$ cat src/rtl/slave_tx_pkg.sv
// rtl/slave_tx_pkg.sv - shared types and constants for the slave stream transmitter
package slave_tx_pkg;

  typedef enum logic [1:0] {
    IDLE   = 2'd0,
    ACTIVE = 2'd1,
    FINISH = 2'd2,
    FLUSH  = 2'd3
  } state_t;

  localparam logic [1:0] MODE_NONE = 2'b00;

endpackage

$ cat src/rtl/sync_fifo.sv
// rtl/sync_fifo.sv - first-word-fall-through synchronous FIFO with flush
module sync_fifo #(
  parameter int DW    = 32,
  parameter int DEPTH = 4
) (
  input  logic                     clk,
  input  logic                     rst_n,
  input  logic                     push,
  input  logic [DW-1:0]            push_data,
  input  logic                     pop,
  input  logic                     flush,
  output logic [DW-1:0]            head,
  output logic [$clog2(DEPTH):0]   count,
  output logic                     empty,
  output logic                     full
);

  localparam int AW = $clog2(DEPTH);
  localparam logic [AW:0] FULL_CNT = DEPTH[AW:0];

  logic [DW-1:0] mem [DEPTH];
  logic [AW-1:0] wr_ptr;
  logic [AW-1:0] rd_ptr;
  logic          do_push;
  logic          do_pop;

  assign empty   = (count == '0);
  assign full    = (count == FULL_CNT);
  assign do_push = push & ~full & ~flush;
  assign do_pop  = pop & ~empty & ~flush;
  assign head    = mem[rd_ptr];

  // storage has no reset; readers qualify head with empty
  always_ff @(posedge clk) begin
    if (do_push) begin
      mem[wr_ptr] <= push_data;
    end
  end

  always_ff @(posedge clk or negedge rst_n) begin
    if (!rst_n) begin
      wr_ptr <= '0;
      rd_ptr <= '0;
      count  <= '0;
    end else if (flush) begin
      wr_ptr <= '0;
      rd_ptr <= '0;
      count  <= '0;
    end else begin
      if (do_push) begin
        wr_ptr <= wr_ptr + 1'b1;
      end
      if (do_pop) begin
        rd_ptr <= rd_ptr + 1'b1;
      end
      case ({do_push, do_pop})
        2'b10:   count <= count + 1'b1;
        2'b01:   count <= count - 1'b1;
        default: count <= count;
      endcase
    end
  end

endmodule

$ cat src/rtl/slave_stream_tx.sv
// rtl/slave_stream_tx.sv - descriptor-driven stream transmitter feeding one arbiter slave port
module slave_stream_tx
  import slave_tx_pkg::*;
#(
  parameter int DW    = 32,
  parameter int DEPTH = 4,
  parameter int LENW  = 16
) (
  input  logic            clk,
  input  logic            rst_n,
  input  logic            cfg_start,
  input  logic [1:0]      cfg_mode,
  input  logic [LENW-1:0] cfg_len,
  input  logic            pix_valid,
  input  logic [DW-1:0]   pix_data,
  output logic            pix_ready,
  output logic [1:0]      slv_mode,
  output logic            slv_data_valid,
  output logic            slv_proc_valid,
  output logic [DW-1:0]   slv_data,
  input  logic            slv_ready,
  input  logic            mstr0_cmplt,
  output logic            busy,
  output logic            done,
  output logic            aborted
);

  localparam int AW = $clog2(DEPTH);

  state_t          state;
  state_t          state_nxt;
  logic [1:0]      mode_q;
  logic [LENW-1:0] len_q;
  logic [LENW-1:0] in_cnt;
  logic [LENW-1:0] out_cnt;

  logic [DW-1:0]   fifo_head;
  logic [AW:0]     fifo_count;
  logic            fifo_empty;
  logic            fifo_full;
  logic            fifo_flush;

  logic            start_ok;
  logic            active;
  logic            word_valid;
  logic            last_word;
  logic            xfer;
  logic            push;

  assign start_ok   = cfg_start && (cfg_mode != MODE_NONE) && (cfg_len != '0);
  assign active     = (state == ACTIVE);
  assign word_valid = active && !fifo_empty;
  assign last_word  = word_valid && (out_cnt == len_q - 1'b1);
  assign xfer       = word_valid && slv_ready;
  assign push       = pix_valid && pix_ready && !fifo_full;

  assign slv_data_valid = word_valid;
  assign slv_proc_valid = last_word;
  assign slv_data       = word_valid ? fifo_head : '0;

  sync_fifo #(
    .DW    (DW),
    .DEPTH (DEPTH)
  ) u_fifo (
    .clk       (clk),
    .rst_n     (rst_n),
    .push      (push),
    .push_data (pix_data),
    .pop       (xfer),
    .flush     (fifo_flush),
    .head      (fifo_head),
    .count     (fifo_count),
    .empty     (fifo_empty),
    .full      (fifo_full)
  );

  always_ff @(posedge clk or negedge rst_n) begin
    if (!rst_n) begin
      state <= IDLE;
    end else begin
      state <= state_nxt;
    end
  end

  // pix_ready depends on registered state only, never on slv_ready
  always_comb begin
    state_nxt  = state;
    slv_mode   = MODE_NONE;
    pix_ready  = 1'b0;
    busy       = 1'b1;
    done       = 1'b0;
    aborted    = 1'b0;
    fifo_flush = 1'b0;
    case (state)
      IDLE: begin
        busy = 1'b0;
        if (start_ok) begin
          state_nxt = ACTIVE;
        end
      end
      ACTIVE: begin
        slv_mode  = mode_q;
        pix_ready = (fifo_count < DEPTH[AW:0]) && (in_cnt < len_q);
        if (xfer && last_word) begin
          state_nxt = FINISH;
        end else if (mstr0_cmplt) begin
          state_nxt = FLUSH;
        end
      end
      FINISH: begin
        done      = 1'b1;
        state_nxt = IDLE;
      end
      FLUSH: begin
        done       = 1'b1;
        aborted    = 1'b1;
        fifo_flush = 1'b1;
        state_nxt  = IDLE;
      end
      default: state_nxt = IDLE;
    endcase
  end

  always_ff @(posedge clk or negedge rst_n) begin
    if (!rst_n) begin
      mode_q  <= MODE_NONE;
      len_q   <= '0;
      in_cnt  <= '0;
      out_cnt <= '0;
    end else if ((state == IDLE) && start_ok) begin
      mode_q  <= cfg_mode;
      len_q   <= cfg_len;
      in_cnt  <= '0;
      out_cnt <= '0;
    end else if (active) begin
      if (push) begin
        in_cnt <= in_cnt + 1'b1;
      end
      if (xfer) begin
        out_cnt <= out_cnt + 1'b1;
      end
    end
  end

endmodule

$ cat config.mk
export PLATFORM = sky130hd
export DESIGN_NAME = slave_stream_tx
export DESIGN_NICKNAME = d
export VERILOG_FILES = /design/src/rtl/slave_tx_pkg.sv /design/src/rtl/sync_fifo.sv /design/src/rtl/slave_stream_tx.sv
export SDC_FILE = /design/constraint.sdc
export NUM_CORES = 1
export LEC_CHECK = 0
export BUFFER_PORTS_ARGS = -buffer_cell sky130_fd_sc_hd__buf_2
export CORE_MARGIN = 2
export CORE_UTILIZATION = 35
export CTS_CLUSTER_DIAMETER = 40
export DETAILED_ROUTE_END_ITERATION = 6
export GPL_TIMING_DRIVEN = 0
export HOLD_SLACK_MARGIN = 0.08
export SLEW_MARGIN = 40
export SYNTH_ARGS = -nofsm -noshare
export SYNTH_HDL_FRONTEND = slang
export SYNTH_HIERARCHICAL = 1
export SYNTH_SLANG_ARGS = --single-unit
$ cat constraint.sdc
create_clock -name clk -period 3.7 [get_ports clk]
set_clock_uncertainty 0.2 [all_clocks]
set_input_delay 0.37 -clock clk [delete_from_list [all_inputs] [get_ports clk]]
set_output_delay 0.37 -clock clk [all_outputs]
set_load 0.05 [all_outputs]
==> results of run 1 <==
==> worst register-to-register path: stages, from the launching register on <==
cell       delay [ns]
dfrtp_1          0.32
clkbuf_4         0.17
inv_2            0.06
ha_1             0.30
and3_2           0.24
a221oi_2         0.28
nor3_2           0.10
a41o_4           0.28
nor2_4           0.13
buf_6            0.14
nor2b_1          0.13
nor3_1           0.08
fa_2             0.57
a31oi_1          0.09
a2111oi_2        0.29
==> stage by stage <==
step | hold WS (ns) | total power, mW | std cells | instance area [µm²]
after CTS | 0.1583 | 7.583 | 1180 | 11060
final | 0.1653 | 7.575 | 1188 | 11170
after floorplan | -0.1256 | 4.788 | 673 | 8936
after detailed placement | 0.07961 | 5.516 | 1099 | 9852
after global placement | 0.2551 | 5.486 | 1098 | 9824
after global routing | 0.1949 | 8.008 | 1188 | 11170
==> registers in the layout, summed over array words and instances, names as in the netlist <==
register,cells
out_cnt,16
u_fifo/rd_ptr,2
u_fifo/mem,128
u_fifo/count,3
u_fifo/wr_ptr,2
state,2
mode_q,2
len_q,16
in_cnt,16
==> layout make-up <==
class	count	area (µm²)
clock buffers	17	425.4
clock inverters	15	227.7
plain buffers	35	193.9
repair buffers	155	1074
inverters	26	97.59
flip-flops and latches	187	5323
well taps	330	412.9
fillers	2311	13940
multi-input cells	423	3420
==> power by group through the flow <==
stage               clock network (mW)  registers, mW  logic, mW
global placement                     0           2.73       2.75
detailed placement                   0           2.74       2.78
global route                      2.10           2.73       3.17
finish                            1.97           2.70       2.90
floorplan                            0           2.67       2.12
CTS                               2.03           2.70       2.85
==> synth_stat cells, types with 3 or more instances <==
library cell | instances | area, µm²
nand2_1 | 46 | 172.7
a2111oi_0 | 3 | 26.28
inv_1 | 26 | 97.59
buf_2 | 5 | 25.02
nor3_1 | 7 | 35.03
or4_1 | 12 | 90.09
o21ai_0 | 26 | 130.1
nor2b_1 | 4 | 25.02
clkbuf_1 | 23 | 86.33
nand2b_1 | 7 | 43.79
dfrtp_1 | 59 | 1476
edfxtp_1 | 128 | 3844
and2_1 | 40 | 250.2
xnor2_1 | 20 | 175.2
a31oi_1 | 5 | 31.28
xor2_1 | 13 | 113.9
a41o_1 | 4 | 40.04
buf_4 | 5 | 37.54
a21oi_1 | 33 | 165.2
o31ai_1 | 12 | 90.09
mux4_2 | 32 | 720.7
buf_6 | 4 | 45.04
ha_1 | 22 | 275.3
and3_1 | 7 | 43.79
nand3_1 | 17 | 85.08
nor2_1 | 37 | 138.9
or3_1 | 3 | 18.77
nand4_1 | 12 | 75.07
nor4_1 | 9 | 56.30
==> worst paths after layout <==
check	start	end	slack, ns	cells after the start
max	len_q[0]	slv_proc_valid	0.21	9
min	rst_n	out_cnt[13]	0.17	2
max reg2reg	len_q[6]	u_fifo/count[1]	0.23	14
min reg2reg	mode_q[1]	mode_q[1]	0.28	2
max in group asynchronous	rst_n	in_cnt[5]	2.61	3
min in group clk	mode_q[1]	mode_q[1]	0.28	2
==> cells in the final DEF (no fill, tap or decap), types with 16 or more instances in the layout <==
cell type      synthesis  final
a21oi_1               33     33
and2_1                40     36
buf_2                  5     98
clkbuf_1              23     20
clkbuf_16              0     17
dfrtp_1               59     57
dlygate4sd3_1          0     52
edfxtp_1             128    128
ha_1                  22     22
inv_1                 26     25
mux4_2                32     32
nand2_1               46     46
nand3_1               17     16
nor2_1                37     35
o21ai_0               26     26
xnor2_1               20     20
==> cell families after synthesis <==
family / share of synthesized area
multiplexers: 0.08294
AO/OA/AOI/OAI: 0.08434
XOR/XNOR: 0.03236
flip-flops: 0.5957
adder cells (fa/ha/maj): 0.03306
buffers and inverters: 0.03320
AND/OR/NAND/NOR: 0.1384
==> per-layer routing <==
metal	wire (µm)	up-vias	global-route usage
met1	9890	3032	0.2221
met5	0	-	0
li1	-	2899	-
met3	1096	14	0.03611
met4	157	0	0.03549
met2	9613	164	0.2565
==> timing repair <==
action	4_1_cts	5_1_grt
hold buffers	52	0
cloned	0	1
gates resized for setup	8	17
pin swaps	0	3
endpoints found under the hold margin	206	0
setup endpoints to repair	131	131
buffers inserted	0	7
==> results.txt, run 1 <==
Worst VDD drop: 0.3316 mV
Place WS: -0.5727 ns
DRC Markers: 0
Slew HR: 0.4966
MaxCap Viol Count: 0
largest net degree at the start of global routing: 41
GRT Total Usage: 0.1596
Worst Path Required: 3.13 ns
arrival time worst endpoint: 2.92 ns
P_int: 4.501 mW
Clock Latency Late Sink: 0.43 ns
crit path buf inv count: 2
width of the die: 163.7 µm
fin. max-slew vios: 0
sw power: 3.074 mW
total die area: 26810 µm²
Total Wirelength: 20760 µm
worst min path class: input port to asynchronous set/reset pin
placer's final routability congestion estimate: 0.8086
Clock Power Share: 0.260
Final ANT Viol Nets: 0
initial antenna violation count: 0
Final #Nets: 924
core area: 25110 µm²
CTS Buffer Depth: 2
HPWL Detailed: 13650 µm
htree depth: 4
clock transition at the registers of the reported paths: 0.08 ns
Initial DRT Pass Iterations: 7
drt first-iter violations: 405
Root Driver: clkbuf_16
ratio of cells with drive above 1 in the final layout: 0.2552
Achievable Freq: 286.9 MHz
syn nets: 752
worst setup margin: 0.2145 ns
fin util: 0.4450
CP max stage delay: 0.52 ns
Die H: 163.7 µm
Seq/Total Area, Yosys: 0.5957
# rows: 58
CTS tree: yes
Post-Syn Instances: 673
Tcrit/Tclk final: 0.9420
CP Max Fanout: 5
sequential share of power: 0.356
Initial Utilization: 0.3557
Crit-path slowest cell: or4b_4
status: finished, final reports clean
Synth Register Bits: 187
syn_area_per_cell: 13.27 µm²
Post-synth EDFFs: 128
GRT overflow: 0
Buffers on Ports: 95
Ports: 96
switching part of the total power: 0.4058
Avg Vias per Cell: 5.142
setup violators final: 0
Fin. Hold Viols: 0
CTS sink cnt: 187
Cell Chain, Critical Path: inv_1 -> ha_1 -> or4b_4 -> nor3_1 -> o21ai_0 -> a21oi_1 -> nand3_1 -> nor4_2 -> buf_4
Final min period: 3.486 ns
first-pass GRT wire length: 32750 µm
routed via count: 6109
vias in the first global route: 6036
synthesis-to-finish area growth: 25.10%
leak pwr: 4.245 nW
worst slew pin tran: 0.7482 ns
combinational power share: 0.383
Setup CP Type: register to output port
Fin Setup TNS: 0 ns
distinct cell type count after synthesis: 66
pwr/cell area: 678.0 nW/µm²
Synth Flop Type: edfxtp_1
Synth Warn #: 6
Diodes inserted: 0
delay-heaviest family, CP: simple AND/OR/NAND/NOR gates
crit end category: output port
post-synthesis cell area: 8931 µm²
per-cell routed wire length: 17.47 µm
FFs w/ async S/R, synth: 0.3155
Startpoint Class: register
CTS buffer count: 17
(Power assumes the default switching activity.)
==> run 2: changes to the inputs <==
--- a/config.mk
+++ b/config.mk
@@ -12,6 +12,7 @@
 export DETAILED_ROUTE_END_ITERATION = 6
 export GPL_TIMING_DRIVEN = 0
 export HOLD_SLACK_MARGIN = 0.08
+export PLACE_DENSITY = 0.54
 export SLEW_MARGIN = 40
 export SYNTH_ARGS = -nofsm -noshare
 export SYNTH_HDL_FRONTEND = slang
==> run 2 against run 1 <==
Cell count increased by 0.17%. Hold slack gained 0.0015 ns. Die area unchanged. Global-route usage up 0.94 points. Largest power group unchanged.
==> results.txt, run 2 (synthesis results as in run 1) <==
Cell Area, Placed: 9854 µm² (about the same)
Clock Latency Late Sink: 0.44 ns (about the same)
initial antenna violation count: 0 (unchanged)
vias in the first global route: 6255 (+3.6%)
ratio of cells with drive above 1 in the final layout: 0.2663 (+0.01103)
final cell count without fillers: 1190 (+0.17%)
crit path buf inv count: 2 (unchanged)
first-pass GRT wire length: 34370 µm (+4.9%)
Buffers on Ports: 95 (unchanged)
routed via count: 6060 (-0.80%)
CTS sink cnt: 187 (unchanged)
drt first-iter violations: 316 (-22%)
Fin. Hold Viols: 0 (unchanged)
arrival time worst endpoint: 3.01 ns (+0.09 ns)
clock transition at the registers of the reported paths: 0.08 ns (about the same)
MaxCap Viol Count: 0 (unchanged)
Final ANT Viol Nets: 0 (unchanged)
per-cell routed wire length: 18.34 µm (+5.0%)
Final #Nets: 927 (+0.32%)
most common cell after layout, fill and taps aside: edfxtp_1
setup violators final: 0 (unchanged)
Diodes inserted: 0 (unchanged)
max reg flops: 128 (unchanged)
Worst VDD drop: 0.3852 mV (+16%)
Worst Path Required: 3.13 ns (about the same)
Cell Chain, Critical Path: inv_1 -> ha_2 -> or4b_4 -> nor3_1 -> o21ai_0 -> a21oi_2 -> nand3_1 -> nor4_4 -> buf_4
Biggest register: u_fifo/mem
placer's final routability congestion estimate: 0.8031 (-0.68%)
pwr/cell area: 672.5 nW/µm² (-0.80%)
Tcrit/Tclk final: 0.9678 (+0.02582)
most frequent cells in the layout: edfxtp_1, buf_2, dfrtp_1
CP Max Fanout: 5 (unchanged)
HPWL Detailed: 14130 µm (+3.5%)
sequential share of power: 0.359 (+0.003)
synthesis-to-finish area growth: 25.15% (about the same)
GRT Total Usage: 0.1690 (+0.009427)
width of the die: 163.7 µm (unchanged)
combinational power share: 0.398 (+0.015)
Clock Power Share: 0.243 (-0.017)
# rows: 58 (unchanged)
Total Wirelength: 21830 µm (+5.2%)
Post-Place Cells: 1099 (unchanged)
total die area: 26810 µm² (unchanged)
Final Cell Area: 11180 µm² (about the same)
Initial Utilization: 0.3557 (unchanged)
CTS tree: yes
Setup CP Type: register to output port
Die H: 163.7 µm (unchanged)
Avg Vias per Cell: 5.092 (-0.97%)
Achievable Freq: 279.3 MHz (-2.7%)
Root Driver: clkbuf_16
CTS Buffer Depth: 2 (unchanged)
P_int: 4.476 mW (-0.55%)
Ports: 96 (unchanged)
worst min path class: input port to asynchronous set/reset pin
FILL cells: 2348 (+1.6%)
CTS buffer count: 17 (unchanged)
GRT overflow: 0 (unchanged)
delay-heaviest family, CP: simple AND/OR/NAND/NOR gates
switching part of the total power: 0.4045 (-0.001293)
Slew HR: 0.5817 (+0.08512)
fin. max-slew vios: 0 (unchanged)
core area: 25110 µm² (unchanged)
worst slew pin tran: 0.6275 ns (-0.1208 ns)
leak pwr: 4.235 nW (-0.24%)
DRC Markers: 0 (unchanged)
status: finished, final reports clean
Crit-path slowest cell: or4b_4
sw power: 3.041 mW (-1.1%)
Startpoint Class: register
crit end category: output port
largest net degree at the start of global routing: 40 (-2.4%)
Final min period: 3.581 ns (+0.09552 ns)
Initial DRT Pass Iterations: 4 (-3)
htree depth: 4 (unchanged)
CP max stage delay: 0.51 ns (about the same)
[run 2: cell count changes in the layout (fill, tap and decap cells not counted), sizes merged]
cell / delta
buf: -1
and2: +4
clkinv: +2
inv: -3
[run 2: worst reg2reg max path, cell delays in order (launching register included)]
cell	delay (ns)
dfrtp_1	0.40
inv_1	0.08
ha_1	0.31
o21ai_0	0.22
nor2_1	0.11
nor4_4	0.35
nand3_2	0.18
buf_6	0.19
nor2_4	0.11
buf_6	0.15
nor2b_2	0.14
nor3_1	0.06
fa_2	0.56
nor2_1	0.05
a2111oi_2	0.31
[run 2: worst paths after layout]
kind	slack, ns	to	cells after the start	start
worst max-delay path	0.12	slv_proc_valid	9	len_q[0]
worst min-delay path	0.17	u_fifo/count[0]	2	rst_n
worst max register to register	0.16	u_fifo/count[1]	14	len_q[14]
worst min register to register	0.28	mode_q[1]	2	mode_q[1]
max in group asynchronous	2.60	in_cnt[13]	3	rst_n
min in group clk	0.26	out_cnt[10]	5	slv_ready
[run 2: final cells by class]
type	instances	area, µm²	area share
multi-input combinational	427	3482	0.3115
buffer	36	205.2	0.01836
clock buffer	17	425.4	0.03806
timing repair buffer	153	1059	0.09471
inverter	26	97.59	0.008732
clock inverter	14	170.2	0.01522
tap	330	412.9	0.03694
sequential	187	5325	0.4764
[run 2: layer usage]
layer | share of wire | track usage
met5 | 0 | 0
met4 | 0.0041 | 0.03030
met3 | 0.051 | 0.04268
met2 | 0.49 | 0.2855
met1 | 0.45 | 0.2231
[run 2: power groups by stage]
stage          combinational [mW]  clock, mW  sequential [mW]
2_1_floorplan                2.12          0             2.67
3_3_place_gp                 2.78          0             2.73
3_5_place_dp                 2.83          0             2.73
4_1_cts                      2.95       1.89             2.70
5_1_grt                      3.29       1.97             2.73
6_report                     2.99       1.83             2.70
[run 2: through the flow]
step | utilization | setup slack (ns) | power, mW | hold WS, ns | TNS, ns
after floorplan | - | 0.02005 | 4.788 | -0.1256 | 0
after global placement | 0.3913 | -0.8006 | 5.518 | 0.2681 | -102.13
after detailed placement | 0.3925 | -0.5360 | 5.560 | 0.08631 | -66.96
after CTS | 0.4402 | 0.001405 | 7.537 | 0.1674 | 0
after global routing | 0.4451 | -0.03203 | 7.986 | 0.1869 | -0.07529
final | 0.4451 | 0.1190 | 7.517 | 0.1668 | 0
[run 2: what timing repair did]
action / 4_1_cts / 5_1_grt
cloned: 4 / 1
pin swaps: 4 / 2
resized for setup: 15 / 25
hold endpoints to repair: 206 / 0
buffers inserted: 0 / 5
hold buffers: 52 / 0
endpoints found under the setup margin: 132 / 131
==> run 3: changes to the inputs <==
--- a/config.mk
+++ b/config.mk
@@ -12,7 +12,7 @@
 export DETAILED_ROUTE_END_ITERATION = 6
 export GPL_TIMING_DRIVEN = 0
 export HOLD_SLACK_MARGIN = 0.08
-export PLACE_DENSITY = 0.54
+export PLACE_DENSITY = 0.52
 export SLEW_MARGIN = 40
 export SYNTH_ARGS = -nofsm -noshare
 export SYNTH_HDL_FRONTEND = slang
==> constraint.sdc (replaced) <==
create_clock -name clk -period 3.55 [get_ports clk]
set_clock_uncertainty 0.2 [all_clocks]
set_input_delay 0.355 -clock clk [delete_from_list [all_inputs] [get_ports clk]]
set_output_delay 0.355 -clock clk [all_outputs]
set_load 0.05 [all_outputs]
==> run 3 against run 2 <==
Die area unchanged. Cell count increased by 0.84%. Register-to-register slack about the same. Count of clock-buffer cells in the layout unchanged. Clock power increased by 11%. Global-route usage decreased by 0.24 points. Critical path depth increased by 6. Via count increased by 3.0%. Sequential power increased by 4%. Sequential cell count unchanged. Combinational power increased by 6%.
==> results.txt, run 3 (synthesis results as in run 1) <==
status: finished, final reports clean
Die H: 163.7 µm (unchanged)
Slew HR: 0.5811 (about the same)
Tcrit/Tclk final: 0.9586
CTS tree: yes
Initial DRT Pass Iterations: 5 (+1)
Tot Pwr: 8.024 mW (+6.7%)
Final min period: 3.403 ns
GRT overflow: 0 (unchanged)
Clock Latency Late Sink: 0.43 ns (about the same)
Achievable Freq: 293.9 MHz
Cells on Worst Hold Path: 5
Fin. Hold Viols: 0 (unchanged)
Startpoint Class: register
Fin Setup TNS: 0 ns (unchanged)
Post-Place Cells: 1098 (-0.091%)
Biggest register: u_fifo/mem
r2r startpoint: len_q[6]
Hold Crit Start: slv_ready
pwr/cell area: 709.0 nW/µm² (+5.4%)
FILL cells: 2340 (-0.34%)
drt first-iter violations: 413 (+31%)
Place WS: -0.4281 ns (+0.1078 ns)
synthesis-to-finish area growth: 26.73%
Worst Path Required: 3.67 ns (+0.54 ns)
Worst VDD drop: 0.3595 mV (-6.7%)
R2R setup slack: 0.15 ns (about the same)
max reg flops: 128 (unchanged)
MaxCap Viol Count: 0 (unchanged)
width of the die: 163.7 µm (unchanged)
arrival time worst endpoint: 3.52 ns (+0.51 ns)
CP Max Fanout: 7 (+2)
most common cell after layout, fill and taps aside: edfxtp_1
first-pass GRT wire length: 34270 µm (-0.30%)
Worst Hold Endpoint: out_cnt[1]
total die area: 26810 µm² (unchanged)
largest net degree at the start of global routing: 60 (+50%)
worst setup margin: 0.1470 ns (+0.02804 ns)
CTS sink cnt: 187 (unchanged)
Setup CP Type: register to register
routed via count: 6243 (+3.0%)
Final #Nets: 936 (+0.97%)
per-cell routed wire length: 18.63 µm (+1.6%)
leak pwr: 4.309 nW (+1.7%)
RSZ-0062 raised after global routing: true
Initial Utilization: 0.3557 (unchanged)
CTS Buffer Depth: 2 (unchanged)
most frequent cells in the layout: edfxtp_1, buf_2, dfrtp_1
Final ANT Viol Nets: 0 (unchanged)
worst slew pin tran: 0.6283 ns (+0.0008410 ns)
Final Cell Area: 11320 µm² (+1.3%)
Avg Vias per Cell: 5.203 (+2.2%)
Root Driver: clkbuf_16
core area: 25110 µm² (unchanged)
ratio of cells with drive above 1 in the final layout: 0.2736 (+0.007284)
DRC Markers: 0 (unchanged)
Diodes inserted: 0 (unchanged)
WHS: 0.2647 ns (+0.09787 ns)
crit end category: register
initial antenna violation count: 0 (unchanged)
CTS buffer count: 17 (unchanged)
worst min path class: input port to register
setup violators final: 0 (unchanged)
worst r2r dst: u_fifo/count[1]
# rows: 58 (unchanged)
GRT Total Usage: 0.1666 (-0.002405)
vias in the first global route: 6424 (+2.7%)
placer's final routability congestion estimate: 0.8924 (+11%)
htree depth: 4 (unchanged)
clock transition at the registers of the reported paths: 0.08 ns (about the same)
final cell count without fillers: 1200 (+0.84%)
r2r worst-path depth: 15 (+1)
Total Wirelength: 22360 µm (+2.4%)
Cell Area, Placed: 9848 µm² (about the same)
Ports: 96 (unchanged)
Buffers on Ports: 95 (unchanged)
fin. max-slew vios: 0 (unchanged)
HPWL Detailed: 14520 µm (+2.8%)
fin util: 0.4508 (+0.005630)
-- run 3: cell count changes in the layout (fill, tap and decap cells not counted), sizes merged --
| cell | previous run | this run |
|---|---|---|
| clkinv | 7 | 5 |
| a41o | 5 | 4 |
| and2 | 45 | 46 |
| buf | 116 | 123 |
| inv | 33 | 36 |
| clkbuf | 38 | 40 |
-- run 3: routing by layer --
| layer | wire, µm | global-route usage | share of wire |
|---|---|---|---|
| met1 | 9885 | 0.2106 | 0.44 |
| met2 | 11140 | 0.2878 | 0.50 |
| met3 | 1037 | 0.03939 | 0.046 |
| met4 | 300 | 0.04386 | 0.013 |
| met5 | 0 | 0 | 0 |
-- run 3: report_power, final --
part           internal [mW]  switching, mW  leakage (nW)
Sequential              2.60          0.222          1.93
Clock                   1.00           1.03         0.310
Combinational           1.16           2.01          2.07
-- run 3: layout make-up --
type                       count  area [µm²]  area share
sequential                   187        5325      0.4705
tap                          330       412.9     0.03648
timing repair buffer         161        1135      0.1003
multi-input combinational    427        3471      0.3067
inverter                      26       97.59    0.008623
clock inverter                15       224.0     0.01979
buffer                        37       227.7     0.02012
clock buffer                  17       425.4     0.03759
-- run 3: critical path: stages (launching register included) --
cell	delay [ns]
dfrtp_1	0.35
clkbuf_8	0.15
inv_2	0.05
ha_1	0.29
and3_1	0.21
a221oi_2	0.24
nor3_2	0.07
a41o_1	0.23
clkbuf_8	0.15
nor2_4	0.09
buf_6	0.10
nor2b_2	0.13
nor3_1	0.07
fa_2	0.57
a31oi_1	0.09
a2111oi_2	0.30
-- run 3: timing repair --
item / CTS / global route
hold endpoints to repair: 206 / 0
gates cloned: 0 / 5
endpoints found under the setup margin: 132 / 131
hold buffers: 52 / 0
pin swaps: 4 / 9
buffers inserted: 10 / 4
gates resized for setup: 23 / 13
-- run 3: how the worst max path moves through the flow --
stage	startpoint	endpoint	slack [ns]
after detailed placement	len_q[13]	u_fifo/count[2]	-0.43
after global routing	len_q[6]	u_fifo/count[1]	-0.04
final	len_q[6]	u_fifo/count[1]	0.15
after CTS	len_q[6]	u_fifo/count[1]	0.02
after floorplan	len_q[6]	u_fifo/count[1]	0.02
after global placement	len_q[13]	u_fifo/mem[2][25]	-0.60
